**src/rtl/adc_parallel_sequencer.sv**
```systemverilog
// Multi-channel sequencer for the FMC parallel ADC: drives CONVST/RD/PD, steps the analog mux
// and streams {channel, sample} on a valid/ready interface.
module adc_parallel_sequencer #(
    parameter int DATA_W    = 12,
    parameter int NUM_CH    = 4,
    parameter int CONV_LOW  = 4,
    parameter int RD_LOW    = 7,
    parameter int PWRUP_CYC = 100,
    parameter int EOC_TMO   = 2000,
    localparam int CH_W     = (NUM_CH > 1) ? $clog2(NUM_CH) : 1
) (
    input  logic              clk_100M,
    input  logic              Reset,
    input  logic              start,
    input  logic              continuous,
    input  logic              pd_req,
    input  logic              EOC_18,
    input  logic [DATA_W-1:0] ADC_D,
    output logic              CONVST_18,
    output logic              RD_18,
    output logic              PD_18,
    output logic [CH_W-1:0]   ch_sel,
    output logic              m_valid,
    input  logic              m_ready,
    output logic [DATA_W-1:0] m_data,
    output logic [CH_W-1:0]   m_ch,
    output logic              busy,
    output logic              tmo_err
);

    localparam int M1      = (PWRUP_CYC > EOC_TMO) ? PWRUP_CYC : EOC_TMO;
    localparam int M2      = (CONV_LOW > RD_LOW) ? CONV_LOW : RD_LOW;
    localparam int CNT_MAX = (M1 > M2) ? M1 : M2;
    localparam int CNT_W   = $clog2(CNT_MAX + 1);

    typedef enum logic [2:0] {
        PDOWN, WAKE, IDLE, CONV, WAIT_EOC, READ, HOLD
    } state_t;

    state_t              state_q, state_d;
    logic [CNT_W-1:0]    cnt_q, cnt_d;
    logic                convst_d, rd_d, pd_d, valid_d, busy_d, tmo_d;
    logic [CH_W-1:0]     ch_d, mch_d;
    logic [DATA_W-1:0]   data_d;
    logic                eoc_p0, eoc_p1;

    // EOC is asynchronous to clk_100M: two-flop synchroniser, idles high
    always_ff @(posedge clk_100M or negedge Reset) begin
        if (!Reset) begin
            eoc_p0 <= 1'b1;
            eoc_p1 <= 1'b1;
        end else begin
            eoc_p0 <= EOC_18;
            eoc_p1 <= eoc_p0;
        end
    end

    always_ff @(posedge clk_100M or negedge Reset) begin
        if (!Reset) begin
            state_q   <= PDOWN;
            cnt_q     <= '0;
            CONVST_18 <= 1'b1;
            RD_18     <= 1'b1;
            PD_18     <= 1'b1;
            ch_sel    <= '0;
            m_valid   <= 1'b0;
            m_data    <= '0;
            m_ch      <= '0;
            busy      <= 1'b0;
            tmo_err   <= 1'b0;
        end else begin
            state_q   <= state_d;
            cnt_q     <= cnt_d;
            CONVST_18 <= convst_d;
            RD_18     <= rd_d;
            PD_18     <= pd_d;
            ch_sel    <= ch_d;
            m_valid   <= valid_d;
            m_data    <= data_d;
            m_ch      <= mch_d;
            busy      <= busy_d;
            tmo_err   <= tmo_d;
        end
    end

    // Next-state logic computes the value every output takes after the coming edge
    always_comb begin
        state_d  = state_q;
        cnt_d    = cnt_q;
        convst_d = 1'b1;
        rd_d     = 1'b1;
        pd_d     = 1'b0;
        ch_d     = ch_sel;
        valid_d  = m_valid;
        data_d   = m_data;
        mch_d    = m_ch;
        tmo_d    = tmo_err;
        case (state_q)
            PDOWN: begin
                if (!pd_req) begin
                    state_d = WAKE;
                    cnt_d   = CNT_W'(PWRUP_CYC - 1);
                end else begin
                    pd_d = 1'b1;
                end
            end
            WAKE: begin
                if (cnt_q == '0) state_d = IDLE;
                else             cnt_d   = cnt_q - CNT_W'(1);
            end
            IDLE: begin
                if (pd_req) begin
                    state_d = PDOWN;
                    pd_d    = 1'b1;
                end else if (start) begin
                    state_d  = CONV;
                    ch_d     = '0;
                    tmo_d    = 1'b0;
                    convst_d = 1'b0;
                    cnt_d    = CNT_W'(CONV_LOW - 1);
                end
            end
            CONV: begin
                if (cnt_q == '0) begin
                    state_d = WAIT_EOC;
                    cnt_d   = CNT_W'(EOC_TMO - 1);
                end else begin
                    convst_d = 1'b0;
                    cnt_d    = cnt_q - CNT_W'(1);
                end
            end
            WAIT_EOC: begin
                if (!eoc_p1) begin
                    state_d = READ;
                    rd_d    = 1'b0;
                    cnt_d   = CNT_W'(RD_LOW - 1);
                end else if (cnt_q == '0) begin
                    // Abandon the whole scan; continuous mode needs a fresh start
                    state_d = IDLE;
                    tmo_d   = 1'b1;
                    ch_d    = '0;
                end else begin
                    cnt_d = cnt_q - CNT_W'(1);
                end
            end
            READ: begin
                if (cnt_q == '0) begin
                    state_d = HOLD;
                    data_d  = ADC_D;
                    mch_d   = ch_sel;
                    valid_d = 1'b1;
                end else begin
                    rd_d  = 1'b0;
                    cnt_d = cnt_q - CNT_W'(1);
                end
            end
            HOLD: begin
                if (m_ready) begin
                    valid_d = 1'b0;
                    if (ch_sel < CH_W'(NUM_CH - 1)) begin
                        ch_d     = ch_sel + CH_W'(1);
                        state_d  = CONV;
                        convst_d = 1'b0;
                        cnt_d    = CNT_W'(CONV_LOW - 1);
                    end else begin
                        ch_d = '0;
                        if (pd_req) begin
                            state_d = PDOWN;
                            pd_d    = 1'b1;
                        end else if (continuous) begin
                            state_d  = CONV;
                            convst_d = 1'b0;
                            cnt_d    = CNT_W'(CONV_LOW - 1);
                        end else begin
                            state_d = IDLE;
                        end
                    end
                end
            end
            default: begin
                state_d = PDOWN;
                pd_d    = 1'b1;
            end
        endcase
        busy_d = (state_d != IDLE) && (state_d != PDOWN);
    end

endmodule

```
**config.mk**
```make
export PLATFORM = sky130hd
export DESIGN_NAME = adc_parallel_sequencer
export DESIGN_NICKNAME = d
export VERILOG_FILES = /design/src/rtl/adc_parallel_sequencer.sv
export SDC_FILE = /design/constraint.sdc
export NUM_CORES = 1
export LEC_CHECK = 0
export BUFFER_PORTS_ARGS = -buffer_cell sky130_fd_sc_hd__buf_2
export CAP_MARGIN = 25
export CORE_UTILIZATION = 25
export CTS_CLUSTER_DIAMETER = 80
export DETAILED_ROUTE_END_ITERATION = 12
export PLACE_DENSITY = 0.53
export RECOVER_POWER = 25
export SYNTH_ARGS = -nofsm -noshare
export SYNTH_HDL_FRONTEND = slang
export SYNTH_SLANG_ARGS = --single-unit
```
**constraint.sdc**
```tcl
create_clock -name clk_100M -period 2.4 [get_ports clk_100M]
set_input_delay 0.48 -clock clk_100M [delete_from_list [all_inputs] [get_ports clk_100M]]
set_output_delay 0.48 -clock clk_100M [all_outputs]
set_load 0.005 [all_outputs]
```
# Word-level counts from Yosys, hierarchy flattened
# Index checks and enable logic that the tools add are counted.
# Widths: inputs -> output; s select.
[word_totals]
register_bits = 38
latch_bits = 0
ram_bits = 0
rom_bits = 0
elab_cells = 99
memories = 0
[op_classes]
n_addsub = 2
mul = 0
n_div = 0
n_lt_le_gt_ge = 1
n_eq_ne = 16
shift = 0
mux = 51
bitwise = 0
reduce_logical = 16
[ops]
columns = ["cell", "count"]
rows = [
  ["$mux 11", 10],
  ["$pmux 11 s6", 1],
  ["$mux 3", 8],
  ["$pmux 3 s7", 1],
  ["$mux 1", 17],
  ["$mux 2", 8],
  ["$ne 2x2->1 const B", 7],
  ["$logic_not 11->1", 1],
  ["$sub 11x1->11 const B", 1],
  ["$eq 3x3->1 const B", 3],
  ["$reduce_and 7->1", 1],
  ["$eq 3x2->1 const B", 2],
  ["$ne 3x3->1 const B", 2],
  ["$pmux 1 s2", 3],
  ["$pmux 1 s3", 2],
  ["$pmux 2 s3", 1],
  ["$reduce_and 6->1", 1],
  ["$reduce_bool 3->1", 2],
  ["$reduce_bool 6->1", 1],
  ["$reduce_and 5->1", 1],
  ["$reduce_bool 2->1", 2],
  ["$reduce_or 2->1", 2],
  ["$reduce_or 4->1", 1],
  ["$eq 3x1->1 const B", 1],
  ["7 further kinds", 7],
]

# Logic depth before layout (Yosys ltp)
[logic_depth]
ltp_word = 7
ltp_mapped = 10
mapped_depth_nobuf = 8

# Worst setup path after synthesis
# OpenSTA, ideal clock, no wires.
[synth_path]
kind = "register to register"
start = "reg cnt_q[0]"
end = "reg cnt_q[0]"
arrival_time_ns = 1.893
path_slack_ns = 0.361
stages_incl_launch_ff = 11
path_buffers = 2
synth_period_minus_slack_ns = 2.039
cell_sequence = "dfrtp_1 > inv_1 > ha_1 > nor4b_2 > nand3_1 > buf_2 > buf_1 > ha_1 > nand2_1 > o2111ai_1 > a21boi_0"
[synth_between]
elab_chain_cells = 4
[synth_rtl]
columns = ["element", "line_no", "rtl"]
rows = [
  ["start: declaration", "41", "logic [CNT_W-1:0] cnt_q, cnt_d;"],
  ["start signal: assignment", "73", "cnt_q <= cnt_d;"],
  ["$sub 11x1->11 or $logic_not 11->1 (tied branches)", "-", ""],
  ["$mux 11", "108, 137, 147", ""],
  ["$mux 11", "133", "if (!eoc_p1) begin"],
  ["$pmux 11 s6 *", "98", "case (state_q)"],
]
# Mark *: on every way between the ends. The rest lies on a longest branch, timed or not.
# A chain may end at the register's enable or synchronous reset.

# Worst setup path in the final report
[layout_path]
start = "reg state_q[0]"
end = "reg cnt_q[3]"
[layout_between]
elab_chain_cells = 4
[layout_rtl]
columns = ["element", "line_no", "rtl"]
rows = [
  ["start: declaration", "40", "state_t state_q, state_d;"],
  ["start signal: assignment", "72", "state_q <= state_d;"],
  ["$eq 3x3->1 or $eq 3x1->1 (tied branches)", "98", ""],
  ["$reduce_or 2->1 (no line)", "-", ""],
  ["$reduce_bool 6->1 (no line)", "-", ""],
  ["$reduce_and 7->1 (no line)", "-", ""],
]
# Parallel ways exist; a longest one is shown, timed or not.

==> out/metrics.yaml <==
power_and_ir_drop:
  power.share.clock_pct: 21.7
  power.density_nw_per_um2: 1160
  p_int_mw: 1.85
  comb_power_share_pct: 47.5
  seq_power_share_pct: 30.8
  power.switching_mw: 1.25
  power.leakage_nw: 1.26
  ir_worst_vdd_mv: 0.324
  switching_share_pct: 40.4
logic_synthesis:
  ys_warn_count: 0
  ys_seq_area_share_pct: 44.3
  synth_xor_area_share_pct: 0
  yosys_register_bits: 38
  synth-simple-area-share_pct: 14.4
  yosysUniqueCellTypes: 50
  synth_top_area_cell: "dfrtp_1"
  synth_top_area_share_pct: 38.2
  synthCells: 213
  synth_fa_ha_area_share_pct: 5.21
  synth_edf_count: 0
  async_flop_share_pct: 100
  synth_mux_area_share_pct: 10.4
  syn_avg_cell_area_um2: 10.1
  yosysMostFrequentCell: "dfrtp_1"
  netlist_top_cells_area: "dfrtp_1, mux2_4, dfstp_2"
  synth-main-ff-cell: "dfrtp_1"
  synth_compound_area_share_pct: 21.3
  synth_top_family_by_area: "compound AO/OA/AOI/OAI gates"
  synth_area_um2: 2160
  syn_nets: 241
  synth_common_cells: "dfrtp_1, nand2_1, o21ai_0, a21oi_1, inv_1"
timing:
  fmax_ghz: 0.443
  final_hold_viol_count: 0
  rsz0062_at_grt: "no"
  tns_ps: 0
  drv_slew: 37
  period_needed_ps: 2260
  holdWs_ps: 280
  setup_viol: 0
  fin_crit_sh_pct: 94.1
  tightest_slew_ps: 1950
  max_slew_margin_pct: -30.2
  clock_skew_ps: 12.8
die:
  rows: 33
  num_io_pins: 41
  die-area_um2: 9010
  die_h_um: 94.9
  fp.coreArea_um2: 8300
  start_util_pct: 26.0
  fp.dieW_um: 94.9
critical_path:
  critPathSlowestCell: "dfrtp_1"
  crit_path_start_kind: "flip-flop"
  crit_arrival_ps: 2450
  required_ps: 2590
  crit_fanout: 8
  critPathCaptureType: "flip-flop"
  slowest_delay_ps: 490
  crit_type: "reg2reg"
  timing.critical_path.buf_inv: 1
  cp_top_family: "simple AND/OR/NAND/NOR gates"
  worstPathCellList: "inv_1 > ha_1 > and2_1 > or3_1 > a31o_2 > a21oi_1 > nor2_1"
detailed_routing:
  dr_wl_met2_um: 2400
  topRoutingLayerUsed: "met4"
  ant_nets: 0
  wirelength_um: 5310
  wl_per_cell_um: 14.5
  drt_iter0_drc: 87
  dr.pass1.iters: 4
  vias: 1853
  route.detailed.drc: 0
  wl_met1_um: 2590
  avgViaCountPerCell: 5.08
  met3_wirelength_um: 266
place:
  placed_cell_area_um2: 2530
  place_congestion: 0.848
  dp_hpwl_um: 3870
  io_buffers: 40
  numPlacedInstances: 357
clocking:
  clock_path_buffers: 2
  clk_latency_ps: 300
  h-tree-depth: 2
  cts_sinks: 38
  cts-hold-fix-buffers: 0
  cts_tree: "done"
  cts-root-buf: "clkbuf_8"
  clkTransAtPathRegs_ps: 90
  numCtsBuffers: 5
  post_cts_buffers: 0
final_layout:
  final_nets: 287
  final_cell_area_um2: 2680
  final_util_pct: 32.2
  drive_gt1_share_pct: 31.9
  n_antenna_cell: 0
  area_growth_syn_to_layout_pct: 23.9
  final_cells: 365
global_routing:
  grt_pass1_vias: 1726
  grt_max_degree: 37
  grt_overflow_total: 0
  grt_usage_pct: 12.6
  grt_pass1_wl_um: 8760
  antenna_found_initial: 0
run:
  cap_violations: 1
status:
  outcome: "finished, violations left"
  violations: "max-capacitance violations, max-slew violations"
hold_path:
  hold_path_class: "in2reg"
repair_timing:
| action | in CTS | in global routing |
|---|---|---|
| gates resized for setup | 0 | 2 |
| hold endpoints to repair | 0 | 0 |
| endpoints found under the setup margin | 0 | 8 |
stage by stage:
step,setup slack [ps],power (mW)
finish,141,3.10
global route,8.82,3.34
CTS,53.0,3.10
detailed placement,87.7,2.42
global placement,81.6,2.42
floorplan,361,1.96
cell type report:
| class | count | area, um^2 |
|---|---|---|
| clock buffers | 5 | 68.8 |
| clock inverters | 3 | 68.8 |
| fillers | 877 | 5620 |
| inverters | 10 | 37.5 |
| multi-input cells | 155 | 1120 |
| flip-flops and latches | 38 | 957 |
| well taps | 105 | 131 |
| repair buffers | 49 | 292 |
metal layers:
layer	track usage [%]	up-vias
met3	3.54	8
met1	18.1	924
li1	-	882
met2	18.9	39
met4	2.27	0
met5	0	-
power by group through the flow:
stage	logic (mW)	registers [mW]	clock network, mW
finish	1.47	0.956	0.671
global route	1.65	0.980	0.715
CTS	1.46	0.952	0.690
detailed placement	1.46	0.961	0
global placement	1.46	0.961	0
floorplan	1.01	0.944	0
sequential cells by signal, indices dropped and copies added, names as in the netlist:
signal     cells
PD_18          1
eoc_p0         1
eoc_p1         1
tmo_err        1
ch_sel         2
m_ch           2
busy           1
RD_18          1
m_valid        1
cnt_q         11
state_q        3
m_data        12
CONVST_18      1
cells in the final DEF (no fill, tap or decap), types with 2 or more instances in the layout:
cell / instances
a21oi_1: 14
clkbuf_8: 5
o31ai_1: 2
a31o_2: 2
nor3_1: 6
buf_2: 39
o221ai_1: 2
a21boi_0: 2
nand4_1: 2
o21ai_0: 15
mux2_4: 9
dfrtp_1: 33
nand3_1: 5
bufinv_16: 2
o32a_1: 2
nor2_1: 8
a31oi_1: 8
buf_12: 2
nor2b_1: 3
ha_1: 8
nand2_1: 25
dfstp_2: 5
or3_1: 4
a21o_1: 3
mux2_2: 7
buf_4: 7
o22ai_1: 3
a22o_1: 3
inv_1: 10
path summary, 6_finish.rpt:
check	slack, ps	start	depth (start not counted)	to
min in group asynchronous	700	Reset	1	tmo_err
min reg2reg	350	eoc_p0	0	eoc_p1
max in group asynchronous	550	Reset	1	cnt_q[6]
max	140	state_q[0]	7	cnt_q[3]
max reg2reg	140	state_q[0]	7	cnt_q[3]
min	280	EOC_18	1	eoc_p0
cells by family after synthesis:
logic type	count (synthesis)
buf+inv	20
simple gates	61
fa+ha+maj	9
flops	38
compound gates	68
mux	17
(Power assumes the default switching activity.)
